File: config.mk
export PLATFORM = sky130hd
export DESIGN_NAME = ncmem_noc_pkt_buffer
export DESIGN_NICKNAME = d
export VERILOG_FILES = /design/src/rtl/ncmem_noc_pkt_buffer.sv
export SDC_FILE = /design/constraint.sdc
export NUM_CORES = 1
export LEC_CHECK = 0
export ABC_AREA = 1
export BUFFER_PORTS_ARGS = -buffer_cell sky130_fd_sc_hd__buf_2
export CAP_MARGIN = 0
export CORE_UTILIZATION = 60
export DETAILED_ROUTE_END_ITERATION = 6
export GPL_ROUTABILITY_DRIVEN = 1
export PLACE_DENSITY_LB_ADDON = 0.08
export SLEW_MARGIN = 15
export SYNTH_ARGS = -nofsm -noshare
export SYNTH_HDL_FRONTEND = slang
export SYNTH_SLANG_ARGS = --single-unit
File: constraint.sdc
create_clock -name clk -period 9.7 [get_ports clk]
set_input_delay 1.94 -clock clk [delete_from_list [all_inputs] [get_ports clk]]
set_output_delay 1.94 -clock clk [all_outputs]
set_load 0.05 [all_outputs]
File: src/rtl/ncmem_noc_pkt_buffer.sv
// ncmem_noc_pkt_buffer: store-and-forward NoC2 request buffer in the mc_clk domain.
// Define NCMEM_PKT_BUF_STATS_EN to add the stat_pkts_in / stat_pkts_drop counters.
module ncmem_noc_pkt_buffer #(
  parameter int DATA_W  = 64,
  parameter int DEPTH   = 16,
  parameter int LEN_LSB = 22,
  parameter int LEN_W   = 8
) (
  input  logic                   clk,
  input  logic                   rst,
  input  logic                   in_val,
  input  logic [DATA_W-1:0]      in_data,
  output logic                   in_rdy,
  output logic                   out_val,
  output logic [DATA_W-1:0]      out_data,
  input  logic                   out_rdy,
  output logic [$clog2(DEPTH):0] pkt_cnt,
  output logic                   drop_err
`ifdef NCMEM_PKT_BUF_STATS_EN
  ,
  output logic [31:0]            stat_pkts_in,
  output logic [15:0]            stat_pkts_drop
`endif
);

  // Handshake: a flit moves on a rising clk edge where valid & ready are both 1;
  // valid never waits on ready, and payload is sampled only on that edge.

  localparam int AW = $clog2(DEPTH);
  localparam int MAX_LEN = DEPTH - 1;
  localparam logic [AW:0]      PTR_ONE = 1;
  localparam logic [AW:0]      CNT_ONE = 1;
  localparam logic [LEN_W-1:0] LEN_ONE = 1;

  typedef enum logic [1:0] {IN_HDR, IN_BODY, IN_DROP} in_state_t;
  typedef enum logic {OUT_HDR, OUT_BODY} out_state_t;

  in_state_t  in_state, in_state_nx;
  out_state_t out_state, out_state_nx;

  logic [DATA_W-1:0] mem [DEPTH];
  logic [AW:0]       wr_ptr, rd_ptr;
  logic [LEN_W-1:0]  rem, rem_nx;
  logic [LEN_W-1:0]  orem, orem_nx;
  logic [LEN_W-1:0]  in_len, out_len;
  logic              full, in_acc, pop, oversize;
  logic              wr_en, complete, finished, drop_hdr;

  assign full     = (wr_ptr[AW-1:0] == rd_ptr[AW-1:0]) && (wr_ptr[AW] != rd_ptr[AW]);
  // No read bypass: a full buffer refuses input even in a cycle that pops.
  assign in_rdy   = !rst && ((in_state == IN_DROP) || !full);
  assign in_acc   = in_val && in_rdy;
  assign out_val  = (pkt_cnt != '0);
  assign pop      = out_val && out_rdy;
  assign out_data = mem[rd_ptr[AW-1:0]];
  assign in_len   = in_data[LEN_LSB +: LEN_W];
  assign out_len  = out_data[LEN_LSB +: LEN_W];
  assign oversize = (32'(in_len) > MAX_LEN);

  // Input side: headers decide store vs. drop; body flits count down rem.
  always_comb begin
    in_state_nx = in_state;
    rem_nx      = rem;
    wr_en       = 1'b0;
    complete    = 1'b0;
    drop_hdr    = 1'b0;
    if (in_acc) begin
      case (in_state)
        IN_HDR: begin
          rem_nx = in_len;
          if (oversize) begin
            drop_hdr = 1'b1;
            if (in_len != '0) in_state_nx = IN_DROP;
          end else begin
            wr_en = 1'b1;
            if (in_len != '0) in_state_nx = IN_BODY;
            else              complete    = 1'b1;
          end
        end
        IN_BODY: begin
          wr_en  = 1'b1;
          rem_nx = rem - LEN_ONE;
          if (rem == LEN_ONE) begin
            complete    = 1'b1;
            in_state_nx = IN_HDR;
          end
        end
        IN_DROP: begin
          rem_nx = rem - LEN_ONE;
          if (rem == LEN_ONE) in_state_nx = IN_HDR;
        end
        default: in_state_nx = IN_HDR;
      endcase
    end
  end

  // Output side: track packet boundaries so pkt_cnt drops on the last flit out.
  always_comb begin
    out_state_nx = out_state;
    orem_nx      = orem;
    finished     = 1'b0;
    if (pop) begin
      case (out_state)
        OUT_HDR: begin
          orem_nx = out_len;
          if (out_len != '0) out_state_nx = OUT_BODY;
          else               finished     = 1'b1;
        end
        OUT_BODY: begin
          orem_nx = orem - LEN_ONE;
          if (orem == LEN_ONE) begin
            finished     = 1'b1;
            out_state_nx = OUT_HDR;
          end
        end
      endcase
    end
  end

  always_ff @(posedge clk or posedge rst) begin
    if (rst) begin
      in_state  <= IN_HDR;
      out_state <= OUT_HDR;
      rem       <= '0;
      orem      <= '0;
      wr_ptr    <= '0;
      rd_ptr    <= '0;
      pkt_cnt   <= '0;
      drop_err  <= 1'b0;
    end else begin
      in_state  <= in_state_nx;
      out_state <= out_state_nx;
      rem       <= rem_nx;
      orem      <= orem_nx;
      if (wr_en) wr_ptr <= wr_ptr + PTR_ONE;
      if (pop)   rd_ptr <= rd_ptr + PTR_ONE;
      if (complete && !finished)      pkt_cnt <= pkt_cnt + CNT_ONE;
      else if (!complete && finished) pkt_cnt <= pkt_cnt - CNT_ONE;
      if (drop_hdr) drop_err <= 1'b1;
    end
  end

  always_ff @(posedge clk) begin
    if (wr_en) mem[wr_ptr[AW-1:0]] <= in_data;
  end

`ifdef NCMEM_PKT_BUF_STATS_EN
  always_ff @(posedge clk or posedge rst) begin
    if (rst) begin
      stat_pkts_in   <= '0;
      stat_pkts_drop <= '0;
    end else begin
      if (complete) stat_pkts_in <= stat_pkts_in + 32'd1;
      if (drop_hdr && (stat_pkts_drop != 16'hFFFF)) stat_pkts_drop <= stat_pkts_drop + 16'd1;
    end
  end
`endif

endmodule
== Word-level counts from Yosys, hierarchy flattened ==
Memories as Yosys holds them, arrays and structs flattened.
Index checks and enable logic that the tools add are counted.

* Register bits: 35
* Latch bits: 0
* Memory bits (writable): 1,024
* ROM bits: 0
* Output and inout bits: 72
* Memories: 1

* $add $sub $neg: 6
* Multipliers: 0
* Div/mod/pow operators: 0
* Order comparisons: 1
* Equal/unequal tests: 8
* Shift-type cells: 0
* Mux-type cells: 29
* Bitwise operators: 1
* Reductions and logical operators: 20

{| class="wikitable"
|+ Memory list
! memory !! depth !! bits a word !! read ports !! clocked after memory_dff !! write ports !! line !! text
|-
| mem || 16 || 64 || 1 || 0 || 1 || 41 || <nowiki>logic [DATA_W-1:0] mem [DEPTH];</nowiki>
|}

{| class="wikitable"
|+ Operators by type and width
! kind !! count
|-
| $pmux W8 S2 || 2
|-
| $eq A8 B1 Y1 const B || 2
|-
| $mux W1 || 16
|-
| $reduce_bool A8 Y1 || 2
|-
| $sub A8 B1 Y8 const B || 2
|-
| $add A5 B1 Y5 const B || 3
|-
| $mux W5 || 2
|-
| $gt A8 B4 Y1 const B || 1
|-
| $mux W2 || 4
|-
| $pmux W1 S2 || 4
|-
| $logic_and A1 B1 Y1 || 6
|-
| $reduce_bool A5 Y1 || 1
|-
| $sub A5 B1 Y5 const B || 1
|-
| $eq A4 B4 Y1 || 1
|-
| $logic_not A1 Y1 || 4
|-
| $pmux W2 S2 || 1
|-
| $reduce_bool A2 Y1 || 2
|-
| $reduce_and A3 Y1 || 1
|-
| $eq A2 B1 Y1 const B || 1
|-
| $eq A2 B2 Y1 const B || 1
|-
| $logic_not A2 Y1 || 1
|-
| $ne A2 B1 Y1 const B || 1
|-
| $ne A2 B2 Y1 const B || 1
|-
| $reduce_and A2 Y1 || 1
|-
| 4 further kinds || 4
|}

== Longest topological paths before layout ==
* Depth in word-level cells: 11
* Gate-level depth with buffers: 24

== Worst setup path before layout ==
No wires, ideal clock.

* Kind: input port to flip-flop
* From: input rst
* To: memory mem[0][0], enable pin
* Library setup time: 0.486 ns
* Data arrival time: 6.144 ns
* Setup slack: 3.070 ns
* Cell stages on the path: 6
* Buffers on the path: 1
* Path through: inv_1 > nand3_2 > a21oi_2 > buf_4 > nand2_1 > nor2_1

* Longest elaborated chain between the ends: 6

{| class="wikitable"
|+ RTL lines
! item !! line !! text
|-
| from (decl) || 10 || <nowiki>input logic rst,</nowiki>
|-
| $logic_not A1 Y1 (no source line) || - ||
|-
| $logic_and A1 B1 Y1 || 51 || <nowiki>assign in_rdy = !rst && ((in_state == IN_DROP) || !full);</nowiki>
|-
| $logic_and A1 B1 Y1 || 52 || <nowiki>assign in_acc = in_val && in_rdy;</nowiki>
|-
| $mux W1 || 67 || <nowiki>if (in_acc) begin</nowiki>
|-
| $mux W1 || 144 || <nowiki>if (wr_en) mem[wr_ptr[AW-1:0]] <= in_data;</nowiki>
|-
| $mux W1 (not written as such) || 144 ||
|-
| to (decl) || 41 ||
|}

Every way passes these cells.

== Worst setup path in the final report ==
* From: register rd_ptr[0]
* To: output out_data[11]

* Longest elaborated chain between the ends: 1

{| class="wikitable"
|+ RTL lines
! item !! line !! text
|-
| from (decl) || 42 || <nowiki>logic [AW:0] wr_ptr, rd_ptr;</nowiki>
|-
| from (signal assigned) || 136 || <nowiki>if (pop) rd_ptr <= rd_ptr + PTR_ONE;</nowiki>
|-
| $mem_v2 Z16 W64 || - ||
|-
| to (decl) || 15 || <nowiki>output logic [DATA_W-1:0] out_data,</nowiki>
|}

Every way passes these cells.

==> impl_metrics.prom <==
# TYPE chip_impl_metric gauge
chip_impl_metric{name="multi_input_area",unit="um2"} 9110
chip_impl_metric{name="post-route-period-util",unit=""} 0.636
chip_impl_metric{name="drt_pre_antenna_iters",unit=""} 7
chip_impl_metric{name="core",unit="um2"} 68800
chip_impl_metric{name="grt_overflow_total",unit=""} 0
chip_impl_metric{name="synth.yosys.warnings",unit=""} 0
chip_impl_metric{name="drtAntennaViolNets",unit=""} 0
chip_impl_metric{name="grt_first_pass_wirelength",unit="mm"} 155
chip_impl_metric{name="post_synth_instance_area",unit="um2"} 41900
chip_impl_metric{name="worstPathMaxFanout",unit=""} 100
chip_impl_info{name="timing.hold.worst.class",value="reg -> reg"} 1
chip_impl_info{name="critical_path_start_type",value="flip-flop"} 1
chip_impl_metric{name="synth-async-reset-ratio",unit=""} 0.0331
chip_impl_metric{name="max-cap-violations",unit=""} 0
chip_impl_metric{name="final.setup.tns",unit="ns"} 0
chip_impl_metric{name="netlist-cell-type-count",unit=""} 38
chip_impl_info{name="netlist_top_cells_area",value="sky130_fd_sc_hd__edfxtp_1 (73%), sky130_fd_sc_hd__o21ai_0 (5.8%), sky130_fd_sc_hd__nor2_1 (5.2%)"} 1
chip_impl_metric{name="grt_antenna_before_repair",unit=""} 8
chip_impl_info{name="failed_checks",value="design-rule violations"} 1
chip_impl_metric{name="vias_post_dr",unit=""} 26600
chip_impl_metric{name="cts_made_buffers",unit=""} 106
chip_impl_metric{name="synthesis.instances",unit=""} 3208
chip_impl_metric{name="seqCellArea",unit="um2"} 31600
chip_impl_metric{name="post-dp-hpwl",unit="mm"} 51.2
chip_impl_info{name="rsz0062_at_grt",value="no"} 1
chip_impl_metric{name="final_hold_viol_count",unit=""} 0
chip_impl_metric{name="cts_hold_buffers",unit=""} 0
chip_impl_metric{name="drt-vias-per-instance",unit=""} 6.20
chip_impl_metric{name="number_of_global_route_vias_before_repair",unit=""} 26300
chip_impl_info{name="worst_setup_path_end_kind",value="primary output"} 1
chip_impl_metric{name="postSynthNetCount",unit=""} 3294
chip_impl_metric{name="achievable-frequency",unit="MHz"} 162
chip_impl_metric{name="timing_max_transition_violations_final",unit=""} 0
chip_impl_metric{name="cts.path.max_buffers",unit=""} 3
chip_impl_metric{name="final-setup-viol-count",unit=""} 0
chip_impl_metric{name="crit_required",unit="ns"} 7.76
chip_impl_metric{name="drc",unit=""} 6
chip_impl_metric{name="flow.area_growth_from_synthesis",unit="%"} 11.3
chip_impl_metric{name="floorplan.initialDensity",unit=""} 0.608
chip_impl_metric{name="worstSkewPairLatency",unit="ns"} 0.67
chip_impl_metric{name="num-nets-final",unit=""} 3367
chip_impl_info{name="run_status",value="finished with violations"} 1
chip_impl_metric{name="dieWidth",unit="um"} 266
chip_impl_metric{name="dieArea",unit="um2"} 70800
chip_impl_metric{name="drtIter0Drc",unit=""} 2910
chip_impl_metric{name="postSynthAreaPerCell",unit="um2"} 13.0
chip_impl_metric{name="timing.final.crit_period",unit="ns"} 6.17
chip_impl_metric{name="routed_wirelength",unit="mm"} 102
chip_impl_metric{name="synth-seq-cells",unit=""} 1059
chip_impl_metric{name="critPathArrivalTime",unit="ns"} 4.23
chip_impl_metric{name="static-leakage-power",unit="nW"} 15.6
chip_impl_metric{name="floorplan.rows",unit=""} 96
chip_impl_metric{name="path_clk_slew",unit="ns"} 0.06
chip_impl_metric{name="dp_cells",unit=""} 4104
chip_impl_metric{name="port_buffers",unit=""} 139
chip_impl_metric{name="die_h",unit="um"} 266
chip_impl_metric{name="routedWlPerCell",unit="um"} 23.8
chip_impl_metric{name="synth.yosys.seq_area_share",unit=""} 0.755
chip_impl_metric{name="power_density",unit="nW/um2"} 312
chip_impl_info{name="tritoncts",value="done"} 1
chip_impl_metric{name="maxSlewHeadroom",unit=""} 0.176
chip_impl_info{name="clockRootBuffer",value="sky130_fd_sc_hd__clkbuf_16"} 1
chip_impl_metric{name="worst_clock_skew",unit="ns"} 0.0212
chip_impl_metric{name="cts-htree-levels",unit=""} 3
chip_impl_info{name="criticalPathCategory",value="reg -> out"} 1
chip_impl_metric{name="synth_top_area_share",unit=""} 0.735
chip_impl_metric{name="fillers",unit=""} 4833
chip_impl_metric{name="cts-resized-gates",unit=""} 0
chip_impl_metric{name="drive_above_1_share",unit=""} 0.104
chip_impl_metric{name="num_io_pins",unit=""} 140
chip_impl_metric{name="final-instance-count-excl-fill",unit=""} 4294
chip_impl_metric{name="count_of_clock_tree_sinks",unit=""} 1059
chip_impl_metric{name="totalPowerFinal",unit="mW"} 14.5
chip_impl_info{name="netlist.top_cell.by_area",value="sky130_fd_sc_hd__edfxtp_1"} 1
chip_impl_metric{name="groute.usage.overall",unit=""} 0.292
chip_impl_info{name="ys_dominant_reg_cell",value="sky130_fd_sc_hd__edfxtp_1"} 1
chip_impl_metric{name="postCtsSetupBuffers",unit=""} 0
chip_impl_metric{name="grt_max_degree",unit=""} 212
chip_impl_metric{name="place.gp.congestion",unit=""} 0.853
chip_impl_metric{name="vdd_ir_drop_max",unit="mV"} 0.296
chip_impl_metric{name="number_of_synthesized_flops_with_an_enable_pin",unit=""} 1024
chip_impl_metric{name="tightest_slew",unit="ns"} 1.24
worst max-delay path, stage by stage, from the launching register on:
cell and delay [ns]:
sky130_fd_sc_hd__dfrtp_4 0.54, sky130_fd_sc_hd__buf_4 0.78, sky130_fd_sc_hd__buf_4 0.90, sky130_fd_sc_hd__o21ai_0 0.27
sky130_fd_sc_hd__o22ai_1 0.23, sky130_fd_sc_hd__nand2_1 0.17, sky130_fd_sc_hd__nand3_1 0.21, sky130_fd_sc_hd__buf_2 0.28
flip-flops by register name, summed over array words and instances, names as in the netlist:
| register | count |
|---|---|
| wr_ptr | 5 |
| rd_ptr | 5 |
| orem | 8 |
| out_state | 1 |
| drop_err | 1 |
| mem | 1024 |
| rem | 8 |
| pkt_cnt | 5 |
| in_state | 2 |
metal layers:
metal  routed length, um  up-vias  GRT usage
met1               41600    13400      0.407
li1                    -    11900          -
met4                2670        2     0.0996
met5                  13        -          0
met3                7930      182     0.0409
met2               50000     1085      0.478
Yosys cell counts, types with 15 or more instances:
cell type and count:
sky130_fd_sc_hd__buf_2 60, sky130_fd_sc_hd__o211ai_1 24, sky130_fd_sc_hd__nor2_1 581, sky130_fd_sc_hd__o22ai_1 134, sky130_fd_sc_hd__dfrtp_1 35, sky130_fd_sc_hd__inv_1 83, sky130_fd_sc_hd__buf_4 15, sky130_fd_sc_hd__ha_1 17
sky130_fd_sc_hd__o21ai_1 33, sky130_fd_sc_hd__a21oi_1 20, sky130_fd_sc_hd__o21ai_0 483, sky130_fd_sc_hd__edfxtp_1 1024, sky130_fd_sc_hd__clkbuf_1 121, sky130_fd_sc_hd__nand2_1 301, sky130_fd_sc_hd__o221ai_1 92, sky130_fd_sc_hd__nand3_1 127
stage by stage:
step                hold WS [ns]  utilization  cell area (um2)  worst slack [ns]
detailed placement         0.462        0.629            43300              4.12
global route               0.519        0.677            46600              3.39
floorplan                  0.465            -            41900              3.07
global placement           0.449        0.628            43300              4.16
CTS                        0.476        0.676            46600              3.62
finish                     0.473        0.677            46600              3.53
path summary, 6_finish.rpt:
path                            from            to  slack (ns)  cells past startpoint
setup / recovery           rd_ptr[0]  out_data[11]        3.53                      7
hold / removal              drop_err      drop_err        0.47                      1
setup reg to reg           rd_ptr[1]    pkt_cnt[4]        4.60                     23
hold reg to reg             drop_err      drop_err        0.47                      1
max in group asynchronous        rst     rd_ptr[0]        7.89                      3
min in group asynchronous        rst    pkt_cnt[3]        1.42                      3
cell usage in the layout (no fill, tap or decap), types with 24 or more instances in the layout:
master | netlist | routed
sky130_fd_sc_hd__buf_2 | 60 | 139
sky130_fd_sc_hd__buf_4 | 15 | 32
sky130_fd_sc_hd__clkbuf_16 | 0 | 108
sky130_fd_sc_hd__dfrtp_1 | 35 | 32
sky130_fd_sc_hd__edfxtp_1 | 1024 | 1024
sky130_fd_sc_hd__inv_1 | 83 | 80
sky130_fd_sc_hd__nand2_1 | 301 | 301
sky130_fd_sc_hd__nand3_1 | 127 | 127
sky130_fd_sc_hd__nor2_1 | 581 | 565
sky130_fd_sc_hd__o211ai_1 | 24 | 24
sky130_fd_sc_hd__o21ai_0 | 483 | 483
sky130_fd_sc_hd__o21ai_1 | 33 | 33
sky130_fd_sc_hd__o221ai_1 | 92 | 92
sky130_fd_sc_hd__o22ai_1 | 134 | 134
power by group:
part           internal, mW  total [mW]  switching (mW)
clock                  2.23        3.88            1.66
sequential             5.18        5.31           0.125
combinational          1.28        5.35            4.08
total                  8.69        14.5            5.86
area by class of cell:
cell class / count / area share
Clock inverter: 54 / 0.0101
Sequential cell: 1059 / 0.679
Clock buffer: 131 / 0.0603
Multi-Input combinational cell: 1853 / 0.196
Inverter: 85 / 0.00717
Timing Repair Buffer: 176 / 0.0222
Antenna cell: 5 / 0.000269
Tap cell: 931 / 0.0250
cells by family (layout without fill, tap and decap cells):
kind of cell	count (synthesis)	in the layout	synth area share
xor+xnor	16	16	0.00335
other cells	0	5	0
compound gates	794	794	0.109
buf+inv	296	446	0.0299
flops	1059	1059	0.755
simple gates	1025	1025	0.0966
fa+ha+maj	18	18	0.00556
Power figures use the tool's default switching activity.
